===== src/rtl/cache_ctrl_fsm.sv =====
// Sequencing controller for a direct-indexed, write-through, write-allocate cache.
// Serves one CPU request at a time, refills on load misses and sweeps the array on reset/flush.
module cache_ctrl_fsm #(
  parameter int SET_BIT_WIDTH = 2,
  parameter int ADDR_WIDTH    = 32,
  parameter int DATA_WIDTH    = 32
) (
  input  logic                  clk,
  input  logic                  reset,
  input  logic                  cpu_req_valid,
  output logic                  cpu_req_ready,
  input  logic                  cpu_req_write,
  input  logic [ADDR_WIDTH-1:0] cpu_req_addr,
  input  logic [DATA_WIDTH-1:0] cpu_req_wdata,
  output logic                  cpu_resp_valid,
  output logic [DATA_WIDTH-1:0] cpu_resp_rdata,
  input  logic                  flush_req,
  output logic                  flush_busy,
  output logic                  cache_write,
  output logic [ADDR_WIDTH-1:0] cache_addr,
  output logic [DATA_WIDTH-1:0] cache_wdata,
  output logic                  cache_valid_in,
  input  logic                  cache_hit,
  input  logic [DATA_WIDTH-1:0] cache_rdata,
  output logic                  mem_req_valid,
  input  logic                  mem_req_ready,
  output logic                  mem_req_write,
  output logic [ADDR_WIDTH-1:0] mem_req_addr,
  output logic [DATA_WIDTH-1:0] mem_req_wdata,
  input  logic                  mem_resp_valid,
  input  logic [DATA_WIDTH-1:0] mem_resp_rdata,
  output logic [2:0]            fsm_state
);

  localparam logic [2:0] FLUSH    = 3'd0;
  localparam logic [2:0] IDLE     = 3'd1;
  localparam logic [2:0] LOOKUP   = 3'd2;
  localparam logic [2:0] MEM_REQ  = 3'd3;
  localparam logic [2:0] MEM_WAIT = 3'd4;
  localparam logic [2:0] FILL     = 3'd5;
  localparam logic [2:0] RESP     = 3'd6;

  localparam logic [SET_BIT_WIDTH-1:0] LAST_SET = '1;

  logic [2:0]               state;
  logic [SET_BIT_WIDTH-1:0] sweep_cnt;
  logic                     pending_flush;
  logic                     req_write;
  logic [ADDR_WIDTH-1:0]    req_addr;
  logic [DATA_WIDTH-1:0]    req_wdata;
  logic [DATA_WIDTH-1:0]    resp_data;
  logic [DATA_WIDTH-1:0]    last_rdata;
  logic                     accept;

  // Handshakes: a transfer happens on the rising edge where valid && ready are
  // both high; the requester holds its payload stable until then. Responses
  // (cpu_resp_valid, mem_resp_valid) are single-cycle pulses without backpressure.
  assign cpu_req_ready = (state == IDLE) && !flush_req && !pending_flush;
  assign accept        = cpu_req_valid && cpu_req_ready;

  always_ff @(posedge clk or posedge reset) begin
    if (reset) begin
      state         <= FLUSH;
      sweep_cnt     <= '0;
      pending_flush <= 1'b0;
      req_write     <= 1'b0;
      req_addr      <= '0;
      req_wdata     <= '0;
      resp_data     <= '0;
      last_rdata    <= '0;
    end else begin
      case (state)
        FLUSH: begin
          if (sweep_cnt == LAST_SET) begin
            sweep_cnt <= '0;
            state     <= IDLE;
          end else begin
            sweep_cnt <= sweep_cnt + 1'b1;
          end
        end
        IDLE: begin
          if (flush_req || pending_flush) begin
            pending_flush <= 1'b0;
            state         <= FLUSH;
          end else if (accept) begin
            req_write <= cpu_req_write;
            req_addr  <= cpu_req_addr;
            req_wdata <= cpu_req_wdata;
            state     <= LOOKUP;
          end
        end
        LOOKUP: begin
          if (!req_write && cache_hit) begin
            resp_data <= cache_rdata;
            state     <= RESP;
          end else begin
            state <= MEM_REQ;
          end
        end
        MEM_REQ: begin
          if (mem_req_ready) state <= MEM_WAIT;
        end
        MEM_WAIT: begin
          // resp_data doubles as the line fill data, so stores park wdata here too.
          if (mem_resp_valid) begin
            resp_data <= req_write ? req_wdata : mem_resp_rdata;
            state     <= FILL;
          end
        end
        FILL: state <= RESP;
        RESP: begin
          last_rdata <= resp_data;
          state      <= IDLE;
        end
        default: state <= FLUSH;
      endcase

      if (flush_req && (state != IDLE) && (state != FLUSH)) pending_flush <= 1'b1;
    end
  end

  always_comb begin
    cache_write    = 1'b0;
    cache_valid_in = 1'b0;
    cache_wdata    = '0;
    cache_addr     = req_addr;
    if (state == FLUSH) begin
      cache_write = 1'b1;
      cache_addr  = {{(ADDR_WIDTH-SET_BIT_WIDTH){1'b0}}, sweep_cnt};
    end else if (state == FILL) begin
      cache_write    = 1'b1;
      cache_valid_in = 1'b1;
      cache_wdata    = resp_data;
    end
  end

  assign mem_req_valid  = (state == MEM_REQ);
  assign mem_req_write  = req_write;
  assign mem_req_addr   = req_addr;
  assign mem_req_wdata  = req_wdata;

  assign cpu_resp_valid = (state == RESP);
  assign cpu_resp_rdata = (state == RESP) ? resp_data : last_rdata;
  assign flush_busy     = (state == FLUSH);
  assign fsm_state      = state;

endmodule


===== config.mk =====
export PLATFORM = sky130hd
export DESIGN_NAME = cache_ctrl_fsm
export DESIGN_NICKNAME = d
export VERILOG_FILES = /design/src/rtl/cache_ctrl_fsm.sv
export SDC_FILE = /design/constraint.sdc
export NUM_CORES = 1
export LEC_CHECK = 0
export BUFFER_PORTS_ARGS = -buffer_cell sky130_fd_sc_hd__buf_4
export CAP_MARGIN = 20
export CELL_PAD_IN_SITES_DETAIL_PLACEMENT = 1
export CELL_PAD_IN_SITES_GLOBAL_PLACEMENT = 2
export CORE_MARGIN = 1.5
export CORE_UTILIZATION = 28
export CTS_BUF_LIST = sky130_fd_sc_hd__clkbuf_4 sky130_fd_sc_hd__clkbuf_8
export CTS_CLUSTER_SIZE = 30
export DETAILED_ROUTE_END_ITERATION = 6
export PLACE_DENSITY_LB_ADDON = 0.1
export SLEW_MARGIN = 20
export SYNTH_ARGS = -nofsm -noshare
export SYNTH_HDL_FRONTEND = slang
export SYNTH_SLANG_ARGS = --single-unit

===== constraint.sdc =====
create_clock -name clk -period 4.17 [get_ports clk]
set_input_delay 0.417 -clock clk [delete_from_list [all_inputs] [get_ports clk]]
set_output_delay 0.417 -clock clk [all_outputs]
set_load 0.1 [all_outputs]

==> flow_results.xml <==
<?xml version="1.0" encoding="UTF-8"?>
<metrics>
  <group name="status">
    <metric name="outcome" unit="">complete, no violations</metric>
  </group>
  <group name="yosys">
    <metric name="synthesis.nets" unit="">595</metric>
    <metric name="postSynthAreaPerCell" unit="sq um">14.49</metric>
    <metric name="synth_seq_area_share" unit="%">50.91</metric>
    <metric name="synth_enable_flop_cells" unit="">0</metric>
    <metric name="postSynthRegisterBits" unit="">135</metric>
    <metric name="synthesis.instances" unit="">458</metric>
    <metric name="netlist-cell-type-count" unit="">31</metric>
    <metric name="synthFlopType" unit="">sky130_fd_sc_hd__dfrtp_1</metric>
    <metric name="synth.cell_area" unit="sq mm">0.006635</metric>
    <metric name="synth-async-reset-ratio" unit="%">100.0</metric>
    <metric name="synth_warnings" unit="">0</metric>
  </group>
  <group name="sta">
    <metric name="hold_worst_slack" unit="ns">0.09596</metric>
    <metric name="setup_tns" unit="ns">0</metric>
    <metric name="setup_viol" unit="">0</metric>
    <metric name="report.final.hold_viol_count" unit="">0</metric>
    <metric name="final_period_utilization" unit="%">81.86</metric>
    <metric name="slew_headroom" unit="%">29.57</metric>
    <metric name="timing.final.max_slew_violations" unit="">0</metric>
    <metric name="timing.fmax" unit="GHz">0.2930</metric>
    <metric name="min_period" unit="ns">3.413</metric>
    <metric name="worst-slew-pin-transition" unit="ns">1.051</metric>
    <metric name="rsz0062_at_grt" unit="">false</metric>
    <metric name="clock_skews" unit="ns">0.01602</metric>
  </group>
  <group name="detailed_routing">
    <metric name="starting_drt_drc_count" unit="">81</metric>
    <metric name="route.detailed.vias_per_inst" unit="">4.450</metric>
    <metric name="drt-pass1-iter-count" unit="">4</metric>
    <metric name="wl_per_cell" unit="microns">19.57</metric>
    <metric name="detailroute.via_count" unit="">4864</metric>
    <metric name="detail-route-antenna-nets" unit="">0</metric>
    <metric name="postRouteWirelength" unit="mm">21.39</metric>
    <metric name="route.detailed.drc" unit="">0</metric>
  </group>
  <group name="finish">
    <metric name="layout-drive-gt1-share" unit="%">67.96</metric>
    <metric name="final_non_filler_cell_total" unit="">1093</metric>
    <metric name="fill_cells" unit="">2493</metric>
    <metric name="areaGrowthSynthToFinish" unit="%">45.97</metric>
    <metric name="multi_input_area" unit="sq mm">0.003058</metric>
    <metric name="nets" unit="">898</metric>
    <metric name="post-route-util" unit="%">41.51</metric>
    <metric name="seqCellArea" unit="sq mm">0.003379</metric>
    <metric name="diodes" unit="">0</metric>
  </group>
  <group name="global_route">
    <metric name="grt_util_all_layers" unit="%">17.79</metric>
    <metric name="grt.overflow.total" unit="">0</metric>
    <metric name="wire_length_of_the_first_global_routing_pass" unit="mm">32.44</metric>
    <metric name="grt_pass1_vias" unit="">5449</metric>
    <metric name="antenna_found_initial" unit="">0</metric>
    <metric name="largest_net_degree_at_the_start_of_global_routing" unit="">79</metric>
  </group>
  <group name="clock_network">
    <metric name="cts_buffers" unit="">17</metric>
    <metric name="h-tree-depth" unit="">4</metric>
    <metric name="cts_num_sinks" unit="">135</metric>
    <metric name="tritoncts" unit="">done</metric>
    <metric name="ctsLongestPathBuffers" unit="">2</metric>
    <metric name="clk_root_buffer_cell" unit="">sky130_fd_sc_hd__clkbuf_8</metric>
    <metric name="cts.clk_slew.worst_paths" unit="ns">0.08</metric>
    <metric name="postCtsResizedCells" unit="">0</metric>
    <metric name="post_cts.repair.setup_buffers" unit="">0</metric>
    <metric name="clk-insertion-delay-late" unit="ns">0.46</metric>
    <metric name="cts_hold_buf" unit="">0</metric>
  </group>
  <group name="worst_setup_path">
    <metric name="crit_end_category" unit="">output port</metric>
    <metric name="worst-endpoint-arrival" unit="ns">3.00</metric>
    <metric name="path_cells" unit="">nand3b_2 -&gt; mux2_1 -&gt; buf_4</metric>
    <metric name="crit_slowest_cell" unit="">sky130_fd_sc_hd__nand3b_2</metric>
    <metric name="path_max_fanout" unit="">33</metric>
    <metric name="cp_slowest_stage_delay" unit="ns">0.91</metric>
    <metric name="critical_path_required" unit="ns">3.75</metric>
    <metric name="worst_setup_sp_type" unit="">flip-flop</metric>
    <metric name="critPathKind" unit="">flip-flop to output port</metric>
  </group>
  <group name="die">
    <metric name="core_region_area" unit="sq mm">0.02333</metric>
    <metric name="fp.dieH" unit="microns">156.9</metric>
    <metric name="dieWidth" unit="microns">156.9</metric>
    <metric name="dieArea" unit="sq mm">0.02463</metric>
    <metric name="placementRows" unit="">56</metric>
    <metric name="starting_density_of_the_core" unit="%">28.44</metric>
    <metric name="floorplan.io_pins" unit="">306</metric>
  </group>
  <group name="place">
    <metric name="place.port_buffers" unit="">305</metric>
    <metric name="place.gp.congestion" unit="">0.7611</metric>
    <metric name="dp.cells" unit="">1061</metric>
    <metric name="dpl.hpwl" unit="mm">15.72</metric>
  </group>
  <group name="job">
    <metric name="max-cap-violations" unit="">0</metric>
  </group>
  <group name="min_path">
    <metric name="timing.hold.worst.class" unit="">input pin to asynchronous set/reset pin</metric>
  </group>
</metrics>
registers in the layout, indices dropped and copies added (netlist names):
signal         count
pending_flush      1
mem_req_wdata     32
mem_req_write      1
mem_req_addr      32
resp_data         32
fsm_state          3
sweep_cnt          2
last_rdata        32
layout make-up:
type	instances	area share, %
Clock buffer	18	2.493
Inverter	3	0.1679
Clock inverter	14	2.287
Tap cell	319	4.121
Timing Repair Buffer	313	24.47
Multi-Input combinational cell	291	31.57
Sequential cell	135	34.89
per-stage QoR:
stage                     setup WS, ns  area [sq um]
after floorplan                 0.1419          6635
after global placement           1.310          9195
after detailed placement         1.174          9223
after CTS                       0.6707          9686
after global routing            0.5083          9686
final                           0.7565          9686
worst paths after layout:
kind	startpoint	end	slack (ns)	cells after the start
hold / removal	reset	mem_req_wdata[16]$_DFFE_PP0P_	0.1	2
setup reg to reg	fsm_state[0]$_DFFE_PP0P_	mem_req_wdata[19]$_DFFE_PP0P_	1.31	4
setup / recovery	fsm_state[1]$_DFFE_PP0P_	cpu_resp_rdata[7]	0.76	3
max in group asynchronous	reset	mem_req_wdata[19]$_DFFE_PP0P_	3.11	3
hold reg to reg	last_rdata[2]$_DFF_PP0_	last_rdata[2]$_DFF_PP0_	0.50	1
min in group clk	cpu_req_addr[18]	mem_req_addr[18]$_DFFE_PP0P_	0.18	2
routing by layer:
metal	share of wire (%)	wire [microns]	track usage, %
met1	41	8689	20.93
met3	8.1	1730	6.167
met4	1.6	335	5.215
met5	0	0	0
met2	50	10630	30.55
worst max-delay path, delay by kind of cell, from the launching register on:
family,cells,cell delay [ns]
simple gates,1,0.91
flops,1,0.70
mux,1,0.67
buf+inv,1,0.25
cells in the mapped netlist (2+ instances only):
cell / count / area share, %
sky130_fd_sc_hd__a21oi_1: 3 / 0.23
sky130_fd_sc_hd__nand3b_1: 2 / 0.23
sky130_fd_sc_hd__nor3b_1: 2 / 0.23
sky130_fd_sc_hd__dfrtp_1: 135 / 51
sky130_fd_sc_hd__nor2b_1: 31 / 2.9
sky130_fd_sc_hd__inv_1: 3 / 0.17
sky130_fd_sc_hd__buf_2: 11 / 0.83
sky130_fd_sc_hd__clkbuf_1: 4 / 0.23
sky130_fd_sc_hd__buf_4: 3 / 0.34
sky130_fd_sc_hd__nor3b_2: 2 / 0.38
sky130_fd_sc_hd__mux2_2: 121 / 21
sky130_fd_sc_hd__and2_1: 34 / 3.2
sky130_fd_sc_hd__buf_6: 11 / 1.9
sky130_fd_sc_hd__nand2b_1: 2 / 0.19
sky130_fd_sc_hd__nor2_1: 4 / 0.23
sky130_fd_sc_hd__mux2_4: 50 / 11
sky130_fd_sc_hd__mux2_1: 26 / 4.4
cell families after synthesis:
group | after synthesis | synth area share, %
multiplexers | 198 | 36.41
adder cells (fa/ha/maj) | 1 | 0.1885
AO/OA/AOI/OAI | 8 | 0.7732
AND/OR/NAND/NOR | 84 | 8.278
flip-flops | 135 | 50.91
buffers and inverters | 32 | 3.432
cell usage in the layout (no fill, tap or decap), types with 2 or more instances in the layout:
cell                         synthesis  layout
sky130_fd_sc_hd__buf_4               3     312
sky130_fd_sc_hd__dfrtp_1           135     134
sky130_fd_sc_hd__mux2_2            121     121
sky130_fd_sc_hd__mux2_4             50      50
sky130_fd_sc_hd__and2_1             34      34
sky130_fd_sc_hd__nor2b_1            31      31
sky130_fd_sc_hd__mux2_1             26      26
sky130_fd_sc_hd__clkbuf_8            0      17
sky130_fd_sc_hd__bufinv_16           0       5
sky130_fd_sc_hd__inv_6               0       4
sky130_fd_sc_hd__nor2_1              4       3
sky130_fd_sc_hd__a21oi_1             3       3
sky130_fd_sc_hd__clkinvlp_4          0       3
sky130_fd_sc_hd__nand3b_1            2       2
sky130_fd_sc_hd__inv_1               3       2
sky130_fd_sc_hd__nand2b_1            2       2
sky130_fd_sc_hd__nor3b_1             2       2
sky130_fd_sc_hd__clkinv_4            0       2
Power is left out: the tool's default activity adds up to more than one toggle a clock period on the data nets, which glitch-free logic cannot reach.
